--- src/rtl/cpu_pkg.sv ---
// Shared CPU pipeline definitions: load-op encodings, bus widths and field offsets.
// Latency: n/a (package only).
// Backpressure: n/a (package only).
// Used by EXE, MEM and WB so that every stage slices the inter-stage buses identically.
package cpu_pkg;

    // ld_op encodings; 5..7 are unused and behave as a full-word load
    localparam logic [2:0] LD_W  = 3'd0;
    localparam logic [2:0] LD_B  = 3'd1;
    localparam logic [2:0] LD_BU = 3'd2;
    localparam logic [2:0] LD_H  = 3'd3;
    localparam logic [2:0] LD_HU = 3'd4;

    // exe_mem_bus = {gr_we, res_from_mem, mem_req, ld_op[2:0], dest, pc, inst, alu_result}
    function automatic int in_w(input int reg_aw, input int data_w);
        return 70 + reg_aw + data_w;
    endfunction

    // mem_wb_bus = {gr_we, pc, inst, final_result, dest}
    function automatic int out_w(input int reg_aw, input int data_w);
        return 65 + reg_aw + data_w;
    endfunction

    // mem_fwd_bus = {fwd_en, fwd_stall, dest, final_result}
    function automatic int fwd_w(input int reg_aw, input int data_w);
        return 2 + reg_aw + data_w;
    endfunction

    // exe_mem_bus field LSB positions
    function automatic int in_inst_lsb(input int data_w);
        return data_w;
    endfunction

    function automatic int in_pc_lsb(input int data_w);
        return data_w + 32;
    endfunction

    function automatic int in_dest_lsb(input int data_w);
        return data_w + 64;
    endfunction

    function automatic int in_ldop_lsb(input int reg_aw, input int data_w);
        return data_w + 64 + reg_aw;
    endfunction

    function automatic int in_req_bit(input int reg_aw, input int data_w);
        return data_w + 67 + reg_aw;
    endfunction

    function automatic int in_rfm_bit(input int reg_aw, input int data_w);
        return data_w + 68 + reg_aw;
    endfunction

    function automatic int in_grwe_bit(input int reg_aw, input int data_w);
        return data_w + 69 + reg_aw;
    endfunction

endpackage

--- src/rtl/mem_load_align.sv ---
// Load data aligner: shifts the SRAM word by the byte offset and sign/zero-extends per ld_op.
// Latency: combinational, 0 cycles.
// Backpressure: none (pure function of its inputs).
// Ports: rdata (raw word), offset (byte address bits [1:0]), ld_op (load type) -> data (extended result).
module mem_load_align
    import cpu_pkg::*;
#(
    parameter int DATA_W = 32
) (
    input  logic [DATA_W-1:0] rdata,
    input  logic [1:0]        offset,
    input  logic [2:0]        ld_op,
    output logic [DATA_W-1:0] data
);

    logic [DATA_W-1:0] shifted;

    always_comb begin
        shifted = rdata >> {offset, 3'b000};
        data    = shifted;
        case (ld_op)
            LD_B:    data = {{(DATA_W-8){shifted[7]}}, shifted[7:0]};
            LD_BU:   data = {{(DATA_W-8){1'b0}}, shifted[7:0]};
            LD_H:    data = {{(DATA_W-16){shifted[15]}}, shifted[15:0]};
            LD_HU:   data = {{(DATA_W-16){1'b0}}, shifted[15:0]};
            default: data = shifted;
        endcase
    end

endmodule

--- src/rtl/mem_stage_ls.sv ---
// MEM pipeline stage: waits for the data-SRAM response, aligns load data, drives WB and forwarding.
// Latency: 0 cycles beyond SRAM response latency (data_ok with wb_allowin passes straight through).
// Backpressure: valid/allowin handshake; a response arriving while WB stalls is held in a one-entry buffer.
// Ports: clk/reset, flush, exe_mem_valid/mem_allowin/exe_mem_bus from EXE,
//        mem_wb_valid/wb_allowin/mem_wb_bus to WB, data_sram_data_ok/rdata, mem_fwd_bus to ID.
module mem_stage_ls
    import cpu_pkg::*;
#(
    parameter int DATA_W      = 32,
    parameter int REG_AW      = 5,
    parameter int MAX_DISCARD = 3
) (
    input  logic                                  clk,
    input  logic                                  reset,
    input  logic                                  flush,
    input  logic                                  exe_mem_valid,
    output logic                                  mem_allowin,
    output logic                                  mem_wb_valid,
    input  logic                                  wb_allowin,
    input  logic [in_w(REG_AW, DATA_W)-1:0]       exe_mem_bus,
    input  logic                                  data_sram_data_ok,
    input  logic [DATA_W-1:0]                     data_sram_rdata,
    output logic [out_w(REG_AW, DATA_W)-1:0]      mem_wb_bus,
    output logic [fwd_w(REG_AW, DATA_W)-1:0]      mem_fwd_bus
);

    localparam int IN_W      = in_w(REG_AW, DATA_W);
    localparam int INST_LSB  = in_inst_lsb(DATA_W);
    localparam int PC_LSB    = in_pc_lsb(DATA_W);
    localparam int DEST_LSB  = in_dest_lsb(DATA_W);
    localparam int LDOP_LSB  = in_ldop_lsb(REG_AW, DATA_W);
    localparam int REQ_BIT   = in_req_bit(REG_AW, DATA_W);
    localparam int RFM_BIT   = in_rfm_bit(REG_AW, DATA_W);
    localparam int GRWE_BIT  = in_grwe_bit(REG_AW, DATA_W);
    localparam int CNT_W     = $clog2(MAX_DISCARD + 1);
    localparam logic [CNT_W-1:0] DISC_MAX = CNT_W'(MAX_DISCARD);

    logic                mem_valid;
    logic                buf_valid;
    logic [DATA_W-1:0]   buf_dat;
    logic [IN_W-1:0]     in_bus;
    logic [CNT_W-1:0]    discard_cnt;

    logic                gr_we, res_from_mem, mem_req;
    logic [2:0]          ld_op;
    logic [REG_AW-1:0]   dest;
    logic [31:0]         pc, inst;
    logic [DATA_W-1:0]   alu_result;

    logic                got_resp, drop_resp, mem_ready_go, disc_inc, buf_capture;
    logic [DATA_W-1:0]   ld_raw, ld_ext, final_result;

    assign gr_we        = in_bus[GRWE_BIT];
    assign res_from_mem = in_bus[RFM_BIT];
    assign mem_req      = in_bus[REQ_BIT];
    assign ld_op        = in_bus[LDOP_LSB +: 3];
    assign dest         = in_bus[DEST_LSB +: REG_AW];
    assign pc           = in_bus[PC_LSB +: 32];
    assign inst         = in_bus[INST_LSB +: 32];
    assign alu_result   = in_bus[DATA_W-1:0];

    // Responses owed to flushed instructions arrive first (in-order SRAM) and are swallowed here.
    assign got_resp     = data_sram_data_ok & (discard_cnt == '0);
    assign drop_resp    = data_sram_data_ok & (discard_cnt != '0);
    assign mem_ready_go = ~mem_req | buf_valid | got_resp;
    assign mem_wb_valid = mem_valid & mem_ready_go & ~flush;
    assign mem_allowin  = ~mem_valid | (mem_ready_go & wb_allowin);

    // A dying entry whose response is still outstanding leaves one response to drop.
    // If the response lands in the flush cycle it is consumed by the dying entry instead.
    assign disc_inc     = flush & mem_valid & mem_req & ~buf_valid & ~got_resp;
    assign buf_capture  = mem_valid & mem_req & got_resp & ~buf_valid & ~wb_allowin;

    assign ld_raw = buf_valid ? buf_dat : data_sram_rdata;

    mem_load_align #(
        .DATA_W (DATA_W)
    ) u_align (
        .rdata  (ld_raw),
        .offset (alu_result[1:0]),
        .ld_op  (ld_op),
        .data   (ld_ext)
    );

    assign final_result = res_from_mem ? ld_ext : alu_result;
    assign mem_wb_bus   = {gr_we, pc, inst, final_result, dest};
    assign mem_fwd_bus  = {mem_valid & gr_we,
                           mem_valid & res_from_mem & ~mem_ready_go,
                           dest, final_result};

    always_ff @(posedge clk) begin
        if (reset) begin
            mem_valid <= 1'b0;
            buf_valid <= 1'b0;
        end else if (flush) begin
            mem_valid <= 1'b0;
            buf_valid <= 1'b0;
        end else if (mem_allowin) begin
            // Entry leaves or is replaced: buffered data belongs to the old entry.
            mem_valid <= exe_mem_valid;
            buf_valid <= 1'b0;
        end else if (buf_capture) begin
            buf_valid <= 1'b1;
        end
    end

    // Payload registers carry no reset; they are qualified by mem_valid/buf_valid.
    always_ff @(posedge clk) begin
        if (exe_mem_valid && mem_allowin) begin
            in_bus <= exe_mem_bus;
        end
        if (buf_capture) begin
            buf_dat <= data_sram_rdata;
        end
    end

    always_ff @(posedge clk) begin
        if (reset) begin
            discard_cnt <= '0;
        end else begin
            case ({disc_inc, drop_resp})
                2'b10:   if (discard_cnt != DISC_MAX) discard_cnt <= discard_cnt + 1'b1;
                2'b01:   discard_cnt <= discard_cnt - 1'b1;
                default: discard_cnt <= discard_cnt;
            endcase
        end
    end

endmodule
--- config.mk ---
export PLATFORM = sky130hd
export DESIGN_NAME = mem_stage_ls
export DESIGN_NICKNAME = d
export VERILOG_FILES = /design/src/rtl/cpu_pkg.sv /design/src/rtl/mem_load_align.sv /design/src/rtl/mem_stage_ls.sv
export SDC_FILE = /design/constraint.sdc
export NUM_CORES = 1
export LEC_CHECK = 0
export CAP_MARGIN = 20
export CORE_MARGIN = 5
export CORE_UTILIZATION = 43
export DETAILED_ROUTE_END_ITERATION = 6
export PLACE_DENSITY = 0.81
export SLEW_MARGIN = 20
export SYNTH_ARGS = -nofsm -noshare
export SYNTH_HDL_FRONTEND = slang
export SYNTH_HIERARCHICAL = 1
export SYNTH_SLANG_ARGS = --single-unit
--- constraint.sdc ---
create_clock -name clk -period 11.95 [get_ports clk]
set_input_delay 1.195 -clock clk [delete_from_list [all_inputs] [get_ports clk]]
set_output_delay 1.195 -clock clk [all_outputs]
set_load 0.1 [all_outputs]
After elaboration in Yosys (flattened, before gate mapping):

Index checks and enable logic that the tools add are counted.

* register bits: 143
* input port bits: 145
* logic and storage cells: 54

* add/sub/neg operators: 2
* eq/ne operators: 8
* shift-type cells: 1
* multiplexer cells: 5
* bitwise logic cells: 26
* reduce and logical (&&, ||, !) cells: 7

Operator list (number)
* one-hot mux 32 bit (4 select lines): 1
* 2-to-1 mux 32 bit: 2
* >> shifter 32 x 5 -> 32 bit: 1
* AND 1 bit: 16
* NOT 1 bit: 7
* == test 3 x 2 -> 1 bit, second input constant: 2
* != test 2 bit, second input constant: 2
* one-hot mux 2 bit (2 select lines): 1
* nonzero test 2 bit: 2
* == test 3 x 1 -> 1 bit, second input constant: 1
* == test 3 bit, second input constant: 1
* OR 1 bit: 3
* OR reduction 3 bit: 1
* adder 2 x 1 -> 2 bit, second input constant: 1
* == test 2 x 1 -> 1 bit, second input constant: 1
* == test 2 bit, second input constant: 1
* zero test 2 bit: 1
* 2-to-1 mux 2 bit: 1
* AND reduction 2 bit: 1
* OR reduction 2 bit: 1
* subtractor 2 x 1 -> 2 bit, second input constant: 1
* logical AND 1 bit: 1

Longest topological paths before layout:

* depth after elaboration: 7
* depth in mapped cells: 9
* mapped depth without buffers: 6

Modules after synthesis:

Netlist, hierarchy kept.

By module, submodules not included
* mem_stage_ls: instances 1, cells each 357, area an instance 6049.6 µm²
* mem_load_align: instances 1, cells each 110, area an instance 767.0 µm²

Worst setup path before layout:

OpenSTA, ideal clock, no wires.

* kind: input to register
* from: input port data_sram_data_ok
* to: register in_bus[0], enable pin
* setup time: 738 ps
* arrival: 9307 ps
* data required time: 11212 ps
* slack: 1905 ps
* cell stages on the path: 3
* path buffers: 0
* path through: nor3b_4 > o21ai_2 > a21boi_0

* longest elaborated chain between the ends: 5

RTL lines
* start: declaration: line mem_stage_ls.sv:21 `input logic data_sram_data_ok,`
* AND 1 bit: line mem_stage_ls.sv:63 `assign got_resp = data_sram_data_ok & (discard_cnt == '0);`
* OR 1 bit: line mem_stage_ls.sv:65 `assign mem_ready_go = ~mem_req | buf_valid | got_resp;`
* AND 1 bit: line mem_stage_ls.sv:67 `assign mem_allowin = ~mem_valid | (mem_ready_go & wb_allowin);`
* OR 1 bit: line mem_stage_ls.sv:67
* logical AND 1 bit: line mem_stage_ls.sv:109 `if (exe_mem_valid && mem_allowin) begin`
* end signal: assignment: line mem_stage_ls.sv:110 `in_bus <= exe_mem_bus;`
* end: declaration: line mem_stage_ls.sv:41 `logic [IN_W-1:0] in_bus;`

No other way between the ends.
A chain may end at the register's enable or synchronous reset.

Worst setup path in the final report:

* from: input port data_sram_rdata[31]
* to: output port mem_fwd_bus[11]

* longest elaborated chain between the ends: 4

RTL lines
* start: declaration: line mem_stage_ls.sv:22 `input logic [DATA_W-1:0] data_sram_rdata,`
* 2-to-1 mux 32 bit: line mem_stage_ls.sv:74 `assign ld_raw = buf_valid ? buf_dat : data_sram_rdata;`
* via ld_raw[31]: line mem_stage_ls.sv:51 `logic [DATA_W-1:0] ld_raw, ld_ext, final_result;`
* >> shifter 32 x 5 -> 32 bit: line mem_load_align.sv:19 `shifted = rdata >> {offset, 3'b000};`
* one-hot mux 32 bit (4 select lines): line mem_load_align.sv:21 `case (ld_op)`
* via ld_ext[11]: line mem_stage_ls.sv:51
* 2-to-1 mux 32 bit: line mem_stage_ls.sv:85 `assign final_result = res_from_mem ? ld_ext : alu_result;`
* end: declaration: line mem_stage_ls.sv:24 `output logic [fwd_w(REG_AW, DATA_W)-1:0] mem_fwd_bus`

The timed path passes the listed nets, and every way through them passes these cells.

==> results.txt <==
Total GRT Usage = 20.7%
drt drc = 0
Die Width = 136 um
most frequent cells in the layout = clkdlybuf4s50_1, edfxtp_1, mux2_2, o21ai_0, mux2i_1
Post-Place Cell Area = 0.00913 mm^2
Sequential Power Share = 36.6%
reg2reg end = in_bus[2]
die area = 0.0185 mm^2
Max Clock Freq = 176 MHz
Gate power share = 30.7%
Period minus WS final = 5.70 ns
Reg2Reg Setup Slack = 8.94 ns
post-route ant nets = 0
Avg Cell Area, Syn = 14.6 um^2
Max transition margin = 28.2%
crit share post-route = 47.7%
total setup buffers inserted after CTS = 0
final instance area = 0.00971 mm^2
vias in the first global route = 4681
number of clock sinks = 143
leak pwr = 3.46 nW
Post-Syn Nets = 612
flops & latches, synth = 143
Vias = 4350
share of layout cells above drive strength 1 = 17.0%
final setup skew = 0.00619 ns
Worst EP required = 10.76 ns
R2R depth = 6
final non-filler cell total = 882
Final Hold Vio Count = 0
top-area cell type share of the netlist area = 61.2%
synth warn = 6
wirelength, routed = 19200 um
n_diodes = 0
Clock Tree Buf Depth = 2
PwrDens = 165 mW/mm^2
first-pass GRT wire length = 28100 um
post-cts resize count = 0
post-synthesis sequential area ratio = 62.4%
Slew Viols, Final = 0
synth unique cells = 47
multiplexer share of the synthesized area = 13.4%
Sw Share = 36.4%
clock power share = 32.7%
Peak VDD IR = 0.000126 V
port bufs = 287
post-synthesis xor/xnor area fraction = 0.128%
pin count of the biggest net entering global routing = 74
Area contributors post-synth = edfxtp_1, buf_4, mux2_2
area fraction in compound gates after synthesis = 6.41%
Slew @ Worst Pin = 1.07 ns
reg-to-reg critical path startpoint = buf_valid
total CTS buffers = 17
Crit Path Max Fanout = 8
GRT Residual Overflow = 0
status = complete, no violations
crit path capture type = output port
Final #Nets = 799
max cap viols = 0
setup ws final = 6.25 ns
Post-Synth Simple-Gate Area = 4.31%
most common cell after layout, fill and taps aside = clkdlybuf4s50_1
dpl hpwl = 14600 um
initial drt markers = 258
DP Worst Slack = 6.29 ns
Post-Synth Adder-Cell Area = 0%
initial antenna violation count = 2
largest family of logic cells by synthesized area = buffers and inverters
Mapped Cells = 467
Worst setup SP type = input pin
FP Rows = 46
Setup TNS = 0 ns
post-placement cell count = 851
# IOs = 288
Crit Path Class = in -> out
clk_lat worst skew = 0.41 ns
sw power = 0.000584 W
H-tree lvl count = 4
Synth area leader = edfxtp_1
CTS clock-pin slew for the worst setup and hold paths = 0.06 ns
Worst EP arrival = 4.50 ns
unrepaired setup endpoints after global routing = false
FFs w/ async S/R, synth = 0%
Die Span Y = 136 um
DR vias/cell = 4.93
Initial Utilization = 43.4%
number of flops mapped to enable cells by yosys = 139
Layout fillers = 1152
Pint = 0.00102 W
Core ar. = 0.0157 mm^2
hold_buf cts = 0
Final Setup Violations = 0
origin of the worst min-delay path = discard_cnt[1]
worst hold path class = reg -> reg
DRT Pass-1 Iters = 4
power consumption = 0.00160 W
WHS Endpoint = discard_cnt[1]
wire length per cell = 21.8 um
hold path depth = 2
ys flop type = edfxtp_1
gp weighted congestion = 0.812
mapped cell area = 0.00682 mm^2
CTS tree = built
Layout area overhead = 42.4%
Root Driver = clkbuf_16
==> cell usage after synthesis, drive strengths merged, types with 2 or more instances <==
master   number
nor2          6
dfxtp         4
mux2         64
nor4          2
nand2        11
nor2b        10
or3           2
nand3         2
nor3b         2
o2bb2ai       8
clkbuf        2
o21bai        2
buf         124
nor3          2
mux2i        19
a21o          9
o21ai        21
a21oi         9
edfxtp      139
and2          2
a211oi        7
nand2b        3
inv           3
==> metal layers <==
metal | part of all wire [%] | GRT usage (%)
met5 | 0.073 | 0
met4 | 1.9 | 7.00
met3 | 8.7 | 8.22
met2 | 53 | 36.4
met1 | 37 | 22.9
==> worst max-delay path: stages <==
cell and delay (ns):
clkdlybuf4s50_1 0.42, mux2_2 0.32, mux2i_1 0.32, nor4b_1 0.10, o21ai_1 0.65, nand2_1 0.15
mux2_2 0.33, clkdlybuf4s50_1 1.00
==> metrics by stage <==
step | hold WS (ns) | utilization (%)
4_1_cts | 0.589 | 61.8
2_1_floorplan | 0.529 | -
3_3_place_gp | 0.541 | 58.1
5_1_grt | 0.651 | 61.8
3_5_place_dp | 0.581 | 58.1
6_report | 0.592 | 61.8
==> how the worst max path moves through the flow <==
stage	end	slack, ns	cells past startpoint	start
floorplan	in_bus[0]	1.91	3	data_sram_data_ok
global placement	mem_wb_bus[20]	6.41	8	data_sram_rdata[31]
detailed placement	mem_fwd_bus[11]	6.29	8	data_sram_rdata[31]
CTS	mem_fwd_bus[11]	6.28	8	data_sram_rdata[31]
global route	mem_fwd_bus[11]	6.08	8	data_sram_rdata[31]
finish	mem_fwd_bus[11]	6.25	8	data_sram_rdata[31]
==> power by group through the flow <==
stage	combinational (W)	sequential, W	clock (W)
after floorplan	0.000383	0.000600	0
after global placement	0.000489	0.000595	0
after detailed placement	0.000493	0.000597	0
after CTS	0.000494	0.000586	0.000535
after global routing	0.000505	0.000588	0.000559
final	0.000492	0.000586	0.000525
==> registers in the layout, summed over array words and instances, names as in the netlist <==
register / count
buf_dat: 32
buf_valid: 1
discard_cnt: 2
in_bus: 107
mem_valid: 1
==> cell families after synthesis <==
kind of cell,Yosys count
compound gates,64
xor+xnor,1
buf+inv,129
flops,143
mux,83
simple gates,47
==> layout make-up <==
cell class                 instances  area, um^2  area share (%)
clock buffer                      17         425            4.38
clock inverter                    14         155            1.60
inverter                           3        11.3           0.116
multi-input combinational        195        1660            17.1
sequential                       143        4250            43.8
tap                              216         270            2.78
timing repair buffer             294        2930            30.1
(Power assumes the default switching activity.)
